**src/rtl/multicycle_cu.sv**
```systemverilog
`default_nettype none
// +----------------------------------------------------------------------------+
// | multicycle_cu                                                              |
// | FETCH/DECODE/EXECUTE/MEM/WB sequencer with timeout, illegal-op trap, HALT. |
// | Revision: 1.0                                                              |
// +----------------------------------------------------------------------------+
module multicycle_cu #(
  parameter int OPW         = 6,
  parameter int ALUW        = 4,
  parameter int MEM_TIMEOUT = 15,
  parameter int CNTW        = 16
) (
  input  logic            clk,
  input  logic            rst,
  input  logic [OPW-1:0]  i_opcode,
  input  logic            i_equ,
  input  logic            i_les,
  input  logic            i_im_ack,
  input  logic            i_dm_ack,
  output logic            o_im_req,
  output logic            o_ir_load,
  output logic            o_pc_write,
  output logic [2:0]      o_pc_sel,
  output logic            o_alu_in2_sel,
  output logic [ALUW-1:0] o_alu_control,
  output logic [2:0]      o_im_control,
  output logic            o_reg_write,
  output logic [1:0]      o_wb_sel,
  output logic            o_dm_req,
  output logic            o_dm_we,
  output logic            o_dm_wdata_sel,
  output logic            o_halted,
  output logic            o_err_illegal,
  output logic            o_err_timeout,
  output logic [CNTW-1:0] o_retired,
  output logic [2:0]      o_state_dbg
);

  localparam int c_TW = $clog2(MEM_TIMEOUT + 1);

  typedef enum logic [2:0] {
    S_IDLE    = 3'd0,
    S_FETCH   = 3'd1,
    S_DECODE  = 3'd2,
    S_EXECUTE = 3'd3,
    S_MEM     = 3'd4,
    S_WB      = 3'd5,
    S_HALT    = 3'd6
  } state_t;

  state_t          r_state;
  logic [OPW-1:0]  r_op_q;
  logic [CNTW-1:0] r_retired;
  logic [c_TW-1:0] r_tcnt;
  logic            r_err_ill;
  logic            r_err_to;

  logic            w_rtype, w_mem, w_ctl, w_store, w_imm_op2;
  logic [c_TW-1:0] w_tcnt_nxt;
  logic [ALUW-1:0] w_alu;
  logic [1:0]      w_imc_hi;
  logic [1:0]      w_wb;

  assign w_rtype    = (r_op_q >= OPW'(1))  && (r_op_q <= OPW'(15));
  assign w_mem      = (r_op_q >= OPW'(24)) && (r_op_q <= OPW'(27));
  assign w_ctl      = (r_op_q >= OPW'(28)) && (r_op_q <= OPW'(31));
  assign w_imm_op2  = (r_op_q >= OPW'(18)) && (r_op_q <= OPW'(27));
  assign w_store    = (r_op_q == OPW'(25)) || (r_op_q == OPW'(27));
  assign w_tcnt_nxt = r_tcnt + c_TW'(1);
  assign w_imc_hi   = w_rtype ? 2'd2 : (w_mem ? 2'd1 : 2'd0);

  always_comb begin
    w_alu = '0;
    if (w_rtype) begin
      w_alu = ALUW'(r_op_q[3:0]);
    end else begin
      case (r_op_q)
        OPW'(16), OPW'(17), OPW'(18): w_alu = ALUW'(1);
        OPW'(19):                     w_alu = ALUW'(2);
        OPW'(20):                     w_alu = ALUW'(3);
        OPW'(21):                     w_alu = ALUW'(4);
        OPW'(22):                     w_alu = ALUW'(9);
        OPW'(23):                     w_alu = ALUW'(10);
        default:                      w_alu = '0;
      endcase
    end
  end

  always_comb begin
    case (r_op_q)
      OPW'(26): w_wb = 2'd0;
      OPW'(17): w_wb = 2'd1;
      OPW'(24): w_wb = 2'd3;
      default:  w_wb = 2'd2;
    endcase
  end

  always_ff @(posedge clk or posedge rst) begin
    if (rst) begin
      r_state   <= S_IDLE;
      r_op_q    <= '0;
      r_retired <= '0;
      r_tcnt    <= '0;
      r_err_ill <= 1'b0;
      r_err_to  <= 1'b0;
    end else begin
      case (r_state)
        S_IDLE:  r_state <= S_FETCH;
        S_FETCH: if (i_im_ack) r_state <= S_DECODE;
        S_DECODE: begin
          r_op_q <= i_opcode;
          if (i_opcode == '0) begin
            r_state <= S_HALT;
          end else if (i_opcode >= OPW'(32)) begin
            r_state   <= S_HALT;
            r_err_ill <= 1'b1;
          end else begin
            r_state <= S_EXECUTE;
          end
        end
        S_EXECUTE: begin
          if (w_ctl) begin
            r_state   <= S_FETCH;
            r_retired <= r_retired + CNTW'(1);
          end else if (w_mem) begin
            r_state <= S_MEM;
            r_tcnt  <= '0;
          end else begin
            r_state <= S_WB;
          end
        end
        S_MEM: begin
          // An ack in the cycle that would hit the limit still completes.
          if (i_dm_ack) begin
            if (w_store) begin
              r_state   <= S_FETCH;
              r_retired <= r_retired + CNTW'(1);
            end else begin
              r_state <= S_WB;
            end
          end else if (w_tcnt_nxt == c_TW'(MEM_TIMEOUT)) begin
            r_state  <= S_HALT;
            r_err_to <= 1'b1;
          end else begin
            r_tcnt <= w_tcnt_nxt;
          end
        end
        S_WB: begin
          r_state   <= S_FETCH;
          r_retired <= r_retired + CNTW'(1);
        end
        S_HALT:  r_state <= S_HALT;
        default: r_state <= S_IDLE;
      endcase
    end
  end

  always_comb begin
    o_im_req       = 1'b0;
    o_ir_load      = 1'b0;
    o_pc_write     = 1'b0;
    o_pc_sel       = 3'd4;
    o_alu_in2_sel  = 1'b0;
    o_alu_control  = '0;
    o_im_control   = 3'd0;
    o_reg_write    = 1'b0;
    o_wb_sel       = 2'd0;
    o_dm_req       = 1'b0;
    o_dm_we        = 1'b0;
    o_dm_wdata_sel = 1'b0;
    if (r_state == S_EXECUTE || r_state == S_MEM || r_state == S_WB) begin
      o_alu_control = w_alu;
      o_alu_in2_sel = ~w_imm_op2;
      o_im_control  = {w_imc_hi, ~w_ctl};
    end
    case (r_state)
      S_FETCH: begin
        o_im_req  = 1'b1;
        o_ir_load = i_im_ack;
      end
      S_EXECUTE: begin
        if (w_ctl) begin
          o_pc_write = 1'b1;
          case (r_op_q)
            OPW'(28): o_pc_sel = 3'd0;
            OPW'(29): o_pc_sel = 3'd2;
            OPW'(30): o_pc_sel = i_equ ? 3'd1 : 3'd3;
            default:  o_pc_sel = i_les ? 3'd1 : 3'd3;
          endcase
        end
      end
      S_MEM: begin
        o_dm_req       = 1'b1;
        o_dm_we        = w_store;
        o_dm_wdata_sel = (r_op_q != OPW'(27));
        if (i_dm_ack && w_store) begin
          o_pc_write = 1'b1;
          o_pc_sel   = 3'd3;
        end
      end
      S_WB: begin
        o_reg_write = 1'b1;
        o_pc_write  = 1'b1;
        o_pc_sel    = 3'd3;
        o_wb_sel    = w_wb;
      end
      default: ;
    endcase
  end

  assign o_halted      = (r_state == S_HALT);
  assign o_err_illegal = r_err_ill;
  assign o_err_timeout = r_err_to;
  assign o_retired     = r_retired;
  assign o_state_dbg   = r_state;

endmodule
`default_nettype wire

```
**config.mk**
```make
export PLATFORM = sky130hd
export DESIGN_NAME = multicycle_cu
export DESIGN_NICKNAME = d
export VERILOG_FILES = /design/src/rtl/multicycle_cu.sv
export SDC_FILE = /design/constraint.sdc
export NUM_CORES = 1
export LEC_CHECK = 0
export ABC_AREA = 1
export CAP_MARGIN = 0
export CORE_MARGIN = 3
export CORE_UTILIZATION = 46
export CTS_BUF_LIST = sky130_fd_sc_hd__clkbuf_8
export CTS_CLUSTER_DIAMETER = 30
export DETAILED_ROUTE_END_ITERATION = 12
export GPL_ROUTABILITY_DRIVEN = 0
export GPL_TIMING_DRIVEN = 0
export PLACE_DENSITY = 0.84
export SETUP_SLACK_MARGIN = 0.05
export SLEW_MARGIN = 30
export SYNTH_ARGS = -nofsm -noshare
export SYNTH_HDL_FRONTEND = slang
export SYNTH_SLANG_ARGS = --single-unit
```
**constraint.sdc**
```tcl
create_clock -name clk -period 2.1 [get_ports clk]
set_clock_uncertainty 0.1 [all_clocks]
set_input_delay 0.525 -clock clk [delete_from_list [all_inputs] [get_ports clk]]
set_output_delay 0.525 -clock clk [all_outputs]
set_load 0.01 [all_outputs]
```
# Word-level counts from Yosys, hierarchy flattened
# Memory sizes are Yosys's and may differ from the RTL's.
# Index checks and enable logic that the tools add are counted.
# Widths: inputs -> output; s select.
[op_classes]
reduce_logical = 18
addsub = 2
muxes = 42
bitwise_logic = 4
n_lt_le_gt_ge = 8
n_eq_ne = 25
[ops]
columns = ["operator", "n"]
rows = [
  ["$eq 6x5->1 const B", 8],
  ["$mux 16", 3],
  ["$pmux 16 s3", 1],
  ["$mux 3", 10],
  ["$mux 4", 7],
  ["$ge 6x5->1 const B", 3],
  ["$pmux 3 s6", 1],
  ["$add 16x1->16 const B", 1],
  ["$ne 2x2->1 const B", 8],
  ["$le 6x5->1 const B", 2],
  ["$pmux 2 s3", 2],
  ["$mux 1", 11],
  ["$eq 3x3->1 const B", 3],
  ["$pmux 3 s3", 1],
  ["$mux 2", 4],
  ["$pmux 4 s2", 1],
  ["$eq 3x2->1 const B", 2],
  ["$ge 6x1->1 const B", 1],
  ["$ge 6x6->1 const B", 1],
  ["$le 6x4->1 const B", 1],
  ["$logic_not 6->1", 1],
  ["$ne 6x5->1 const B", 1],
  ["$reduce_and 3->1", 2],
  ["$logic_and 1x1->1", 5],
  ["14 further kinds", 19],
]
[totals]
rom_bits = 128
input_bits = 12
mem_count = 1
register_bits = 31
elab_cells = 106
out_inout_bits = 42
[memory_table]
columns = ["name", "depth", "width", "read_ports", "rd_ports_with_merged_regs", "write_ports", "line_no", "rtl"]
rows = [
  ["(no name shown)", 32, 4, 1, 0, 0, "77", "case (r_op_q)"],
]

# Logic depth before layout (Yosys ltp)
# Gate-level depths: netlist of run 1.
[logic_depth]
ltp_word = 5
depth_mapped = 11
mapped_depth_nobuf = 11

# Worst setup path after synthesis of run 1
# No wires, ideal clock.
[synth_path]
kind = "reg-to-output"
from = "register r_op_q[1]"
to = "output o_alu_control[0]"
path_slack_ns = -0.064
required_time_ns = 1.475
path_buffers = 0
arrival_time_ns = 1.539
path_stages_with_launch = 9
path_cell_list = "dfrtp_1 -> inv_1 -> ha_1 -> inv_1 -> nand3_1 -> nand2_1 -> nor2_1 -> inv_1 -> o21ai_0"
[synth_between]
elab_chain_cells = 4
word_cells_on_any_way = 7
classes_between = "order compare: 2; mux: 3; reduce/logical: 1; memory: 1"
[synth_lines]
columns = ["item", "line_no", "rtl"]
rows = [
  ["start, declared", "52", "logic [OPW-1:0] r_op_q;"],
  ["start signal, assigned", "111", "r_op_q <= i_opcode;"],
  ["$mem_v2 32x4, or another cell as far along", "n/a", ""],
  ["$mux 4 or $logic_and 1x1->1 (tied branches)", "77, 64", ""],
  ["$mux 4 (*)", "74", "if (w_rtype) begin"],
  ["$mux 4 (*)", "171", "if (r_state == S_EXECUTE || r_state == S_MEM || r_state == S_WB) begin"],
  ["end, declared", "25", "output logic [ALUW-1:0] o_alu_control,"],
]
# Mark *: on every way between the ends. The rest lies on a longest branch, timed or not.

# Worst setup path in the final report of run 1
[layout_path]
from = "register r_op_q[4]"
to = "output o_alu_control[2]"
# Same word-level chain as after synthesis.

==> impl_metrics.env, run 1 <==
export IMPL_status="finished with violations"
export IMPL_violations="setup timing"
export IMPL_synthFlopType="dfrtp_1"
export IMPL_total_power_w=0.00494
export IMPL_crit_family="simple AND/OR/NAND/NOR gates"
export IMPL_ys_ff_latch=31
export IMPL_cpMaxStageDelayCell="dfrtp_1"
export IMPL_p_switching_w=0.00234
export IMPL_via_per_inst=5.53
export IMPL_avgRoutedWirePerCell_um=15.2
export IMPL_rr_endpoint="o_retired[0]"
export IMPL_whs_path_depth=2
export IMPL_setup_violations=14
export IMPL_critPathLaunch="r_op_q[4]"
export IMPL_port_buffers=53
export IMPL_core_area_um2=4470
export IMPL_intPower_w=0.00260
export IMPL_cts_hold_buf=0
export IMPL_worstRegToRegCells=11
export IMPL_gr_total_overflow=0
export IMPL_startpoint_type="flop"
export IMPL_fin_crit_sh=1.15
export IMPL_finalWorstSetupSlack_ps=-310
export IMPL_critical_path_buf_inv_count=3
export IMPL_drt_first_iter_violations=220
export IMPL_totalWireLength_mm=7.00
export IMPL_setup_tns_ps=-2350
export IMPL_hold_path_class="reg2reg"
export IMPL_cts_made_buffers=5
export IMPL_yosys_warnings=0
export IMPL_layout_commonest_cell="nand2_1"
export IMPL_cts_max_level=2
export IMPL_synth_cell_types=31
export IMPL_clk_latency_ps=280
export IMPL_power_frac_comb=0.654
export IMPL_drc=0
export IMPL_die_area_um2=5650
export IMPL_grt_pass1_vias=2384
export IMPL_power_density_nw_per_um2=1500
export IMPL_max_freq_mhz=415
export IMPL_vias=2539
export IMPL_worstPathRequired_ps=1470
export IMPL_grt_max_degree=32
export IMPL_grt_pass1_wl_mm=10.5
export IMPL_antenna_cells_inserted=0
export IMPL_root_buffer="clkbuf_8"
export IMPL_netlist_instances=315
export IMPL_peakVddDrop_v=0.000981
export IMPL_dp_hpwl_mm=4.33
export IMPL_drive_above_1_share=0.317
export IMPL_syn_num_nets=336
export IMPL_fin_crit_ps=2410
export IMPL_register_area_um2=785
export IMPL_pin_count=54
export IMPL_place_ws_ps=-791
export IMPL_hold_viol_final=0
export IMPL_cts_tree="done"
export IMPL_antenna_found_initial=0
export IMPL_syn_to_final_growth_pct=49.7
export IMPL_crit_arrival_ps=1780
export IMPL_seqPwrFrac=0.241
export IMPL_final_cell_mix="nand2_1, inv_1, clkdlybuf4s50_1, buf_4"
export IMPL_dieWidth_um=75.2
export IMPL_first_pass_iters=5
export IMPL_multiInputGateArea_um2=1410
export IMPL_cts_sinks=31
export IMPL_rsz0062_at_grt="yes"
export IMPL_finalMaxSlewViolations=0
export IMPL_slew_headroom=0.570
export IMPL_crit_type="reg2out"
export IMPL_async_reset_ff_frac=1.00
export IMPL_seq_area_frac_synth=0.352
export IMPL_clkPwrFrac=0.106
export IMPL_netlist_area_um2=2200
export IMPL_syn_avg_cell_area_um2=6.99
export IMPL_fill_cells=316
export IMPL_fin_util=0.737
export IMPL_dieHeight_um=75.2
export IMPL_track_usage=0.240
export IMPL_leakage_nw=1.58
export IMPL_fin_nets=427
export IMPL_crit_fanout=3
export IMPL_cp_end_kind="primary output"
export IMPL_swShare=0.473
export IMPL_start_util=0.492
export IMPL_crit_chain="inv_1 -> nor2_1 -> nand2_1 -> inv_1 -> nand2_1 -> a211oi_2 -> buf_2"
export IMPL_max_slew_worst_pin_slew_ps=644
export IMPL_worst_path_stages=7
export IMPL_drv_cap=0
export IMPL_r2r_start="r_op_q[0]"
export IMPL_ant_nets=0
export IMPL_cpPeakStageDelay_ps=400
export IMPL_clk_pin_slew_ps=60
export IMPL_synth_edf_count=0
export IMPL_crit_end="o_alu_control[2]"
export IMPL_r2r_slack_ps=160
export IMPL_clockBufferDepth=2
export IMPL_rows=24
[cells in the mapped netlist, types with 2 or more instances]
master / count / area share
nor3_1: 6 / 0.014
o21ai_0: 21 / 0.048
a21oi_1: 6 / 0.014
xor2_1: 11 / 0.044
inv_1: 49 / 0.084
nor2_1: 30 / 0.051
o21ai_2: 4 / 0.016
ha_1: 9 / 0.051
dfrtp_1: 31 / 0.35
nand2_2: 5 / 0.014
o21bai_1: 5 / 0.017
nand2_1: 94 / 0.16
a31oi_1: 2 / 0.0057
inv_2: 3 / 0.0051
nand3_1: 19 / 0.043
nand4_1: 5 / 0.014
[repair_timing]
item	4_1_cts	5_1_grt
resized for setup	132	29
endpoints found under the setup margin	21	20
buffers inserted	19	12
pin swaps	15	19
hold endpoints to repair	0	0
[per-stage QoR]
stage / hold slack (ps) / cells / area (um2)
after global placement: 362 / 420 / 2800
after detailed placement: 376 / 420 / 2800
final: 400 / 459 / 3300
after CTS: 406 / 447 / 3150
after floorplan: 400 / 315 / 2200
after global routing: 425 / 459 / 3300
[state kept, by name (all words and copies together), names as in the netlist]
register / count
o_err_timeout: 1
r_tcnt: 4
o_state_dbg: 3
o_retired: 16
o_err_illegal: 1
r_op_q: 6
[logic make-up (layout without fill, tap and decap cells)]
| group | count (synthesis) | in the layout | synth area share |
|---|---|---|---|
| AND/OR/NAND/NOR | 165 | 165 | 0.329 |
| AO/OA/AOI/OAI | 43 | 43 | 0.118 |
| buffers and inverters | 55 | 147 | 0.102 |
| adder cells (fa/ha/maj) | 9 | 9 | 0.0511 |
| XOR/XNOR | 12 | 12 | 0.0477 |
| flip-flops | 31 | 31 | 0.352 |
[worst min path at each step]
stage / start / to
6_report: o_err_illegal / o_err_illegal
4_1_cts: o_err_illegal / o_err_illegal
5_1_grt: o_err_timeout / o_err_timeout
3_5_place_dp: o_err_illegal / o_err_illegal
2_1_floorplan: o_err_illegal / o_err_illegal
3_3_place_gp: o_err_illegal / o_err_illegal
[power by group through the flow]
| stage | sequential, W | combinational (W) | clock, W |
|---|---|---|---|
| after detailed placement | 0.00112 | 0.00232 | 0 |
| final | 0.00119 | 0.00323 | 0.000521 |
| after CTS | 0.00116 | 0.00281 | 0.000523 |
| after global placement | 0.00111 | 0.00225 | 0 |
| after floorplan | 0.00112 | 0.00133 | 0 |
| after global routing | 0.00122 | 0.00349 | 0.000552 |
[final cells by class]
cell class | count | share of cell area
Sequential cell | 31 | 0.238
Clock buffer | 7 | 0.0292
Timing Repair Buffer | 84 | 0.212
Clock inverter | 1 | 0.00114
Inverter | 52 | 0.0622
Buffer | 3 | 0.00911
Multi-Input combinational cell | 229 | 0.428
Tap cell | 52 | 0.0197
[routing by layer]
| layer | track usage | wire [um] | vias up |
|---|---|---|---|
| li1 | - | - | 1178 |
| met1 | 0.295 | 2910 | 1222 |
| met2 | 0.400 | 3530 | 115 |
| met3 | 0.0641 | 397 | 24 |
| met4 | 0.0971 | 157 | 0 |
| met5 | 0 | 0 | - |
[worst register-to-register path: stages (launching register included)]
cell	delay [ps]
dfrtp_2	500
ha_4	210
o21ai_4	150
nand2_2	90
nand2_2	110
nand2_4	70
nor2_8	160
inv_4	60
buf_4	130
buf_4	150
nand2_1	60
nand2_1	50
Note: power is estimated with default switching activity, not from simulation.
==> inputs of run 2 (changes only) <==
--- a/config.mk
+++ b/config.mk
@@ -7,8 +7,10 @@
 export LEC_CHECK = 0
 export ABC_AREA = 1
 export CAP_MARGIN = 0
+export CELL_PAD_IN_SITES_DETAIL_PLACEMENT = 1
+export CELL_PAD_IN_SITES_GLOBAL_PLACEMENT = 2
 export CORE_MARGIN = 3
-export CORE_UTILIZATION = 46
+export CORE_UTILIZATION = 25
 export CTS_BUF_LIST = sky130_fd_sc_hd__clkbuf_8
 export CTS_CLUSTER_DIAMETER = 30
 export DETAILED_ROUTE_END_ITERATION = 12
==> run 2 against run 1 <==
Effect of this change: the run still ends with setup timing left; fmax is 0.94% higher; clock power is 1% higher; sequential share of layout area is 1.2 points lower; utilization is 32 points lower; global-route usage is 8.7 points lower; highest routed layer unchanged; critical path depth is 3 higher; count of clock-buffer cells in the layout stayed put; design area is 4.9% higher; sequential power hardly changed; routed wire length is 8.2% higher; setup slack better by 22 ps.
==> impl_metrics.env, run 2 (synthesized netlist as in run 1, its figures left out) <==
export IMPL_status="finished with violations"
export IMPL_violations="setup timing"
export IMPL_setup_violations=15
export IMPL_fin_util=0.413
export IMPL_grt_pass1_wl_mm=12.3
export IMPL_layout_commonest_cell="nand2_1"
export IMPL_totalWireLength_mm=7.57
export IMPL_clk_pin_slew_ps=70
export IMPL_peakVddDrop_v=0.000418
export IMPL_crit_arrival_ps=1760
export IMPL_fin_crit_sh=1.14
export IMPL_fin_crit_ps=2390
export IMPL_track_usage=0.154
export IMPL_syn_to_final_growth_pct=57.1
export IMPL_avgRoutedWirePerCell_um=14.7
export IMPL_finalWorstSetupSlack_ps=-287
export IMPL_dp_hpwl_mm=5.34
export IMPL_hold_viol_final=0
export IMPL_cts_sinks=31
export IMPL_hold_path_class="reg2reg"
export IMPL_rsz0062_at_grt="yes"
export IMPL_die_area_um2=9970
export IMPL_slew_headroom=0.531
export IMPL_rows=33
export IMPL_via_per_inst=4.63
export IMPL_cts_hold_buf=0
export IMPL_port_buffers=53
export IMPL_final_area_um2=3460
export IMPL_cp_end_kind="primary output"
export IMPL_grt_use_met2=0.251
export IMPL_drt_first_iter_violations=63
export IMPL_leakage_nw=1.61
export IMPL_grt_use_met1=0.212
export IMPL_drc=0
export IMPL_grt_pass1_vias=2460
export IMPL_dieWidth_um=99.9
export IMPL_worstPathRequired_ps=1470
export IMPL_fill_cells=1036
export IMPL_root_buffer="clkbuf_8"
export IMPL_placed_area_um2=2870
export IMPL_start_util=0.263
export IMPL_max_freq_mhz=419
export IMPL_grt_use_met3=0.0236
export IMPL_multiInputGateArea_um2=1430
export IMPL_clockBufferDepth=2
export IMPL_cts_max_level=2
export IMPL_setup_tns_ps=-2440
export IMPL_place_ws_ps=-869
export IMPL_vias=2384
export IMPL_cts_tree="done"
export IMPL_whs_ps=379
export IMPL_first_pass_iters=4
export IMPL_cts_made_buffers=5
export IMPL_power_density_nw_per_um2=1440
export IMPL_crit_fanout=5
export IMPL_antenna_cells_inserted=0
export IMPL_pin_count=54
export IMPL_grt_busiest_layer="met2"
export IMPL_antenna_found_initial=0
export IMPL_register_area_um2=783
export IMPL_core_area_um2=8380
export IMPL_drv_cap=0
export IMPL_clk_latency_ps=280
export IMPL_final_cell_mix="nand2_1, inv_1, clkdlybuf4s50_1, buf_4, dfrtp_1"
export IMPL_fin_nets=430
export IMPL_startpoint_type="flop"
export IMPL_grt_max_degree=32
export IMPL_dieHeight_um=99.9
export IMPL_gr_total_overflow=0
export IMPL_ant_nets=0
export IMPL_max_slew_worst_pin_slew_ps=703
export IMPL_finalMaxSlewViolations=0
export IMPL_largest_reg_flops=16
export IMPL_crit_type="reg2out"
export IMPL_drive_above_1_share=0.332
-- run 2: changes by cell type in the layout (fill, tap and decap cells not counted), sizes merged --
cell           before  now
dlymetal6s2s        0    1
dlygate4sd2         1    2
clkbuf             11    9
clkdlybuf4s15       0    3
clkdlybuf4s50      32   31
buf                50   51
clkinv              0    2
inv                53   51
-- run 2: final timing paths --
| check | slack (ps) | startpoint | cells after the start | end |
|---|---|---|---|---|
| max in group asynchronous | 830 | rst | 2 | o_state_dbg[2] |
| min in group asynchronous | 570 | rst | 2 | o_retired[1] |
| worst max-delay path | -290 | r_op_q[0] | 10 | o_pc_write |
| worst max register to register | 210 | r_op_q[0] | 11 | o_retired[14] |
| worst min register to register | 380 | o_err_illegal | 2 | o_err_illegal |
| worst min-delay path | 380 | o_err_illegal | 2 | o_err_illegal |
-- run 2: report_power, final --
part	switching (W)	internal, W	total [W]
logic	0.00178	0.00153	0.00331
clock network	0.000232	0.000294	0.000526
registers	0.000326	0.000831	0.00116
-- run 2: repair_timing --
action	in CTS	in global routing
setup buffers	19	16
setup endpoints to repair	21	21
pin swaps	16	16
gates resized for setup	131	42
-- run 2: through the flow --
step	total power, W	std cells
floorplan	0.00246	315
global placement	0.00348	473
detailed placement	0.00353	473
CTS	0.00461	500
global route	0.00542	515
finish	0.00500	515
-- run 2: cell type report --
type | count | share of cell area
clock inverter | 1 | 0.00108
clock buffer | 7 | 0.0278
buffer | 3 | 0.00976
timing repair buffer | 87 | 0.223
multi-input combinational | 229 | 0.413
inverter | 52 | 0.0608
tap | 105 | 0.0380
sequential | 31 | 0.226
-- run 2: worst max-delay path, stage by stage (launching register included) --
cell     delay [ps]
dfrtp_2         450
buf_6           130
ha_4            170
inv_2            40
o21ai_2          60
nand2_2          90
nand2_2         110
nand2_4          80
nor2_8          130
buf_8           120
buf_6            90
-- run 2: per-layer routing --
layer | part of all wire | vias up
met1 | 0.47 | 1156
li1 | - | 1183
met5 | 0 | -
met2 | 0.49 | 35
met4 | 0.011 | 0
met3 | 0.027 | 10
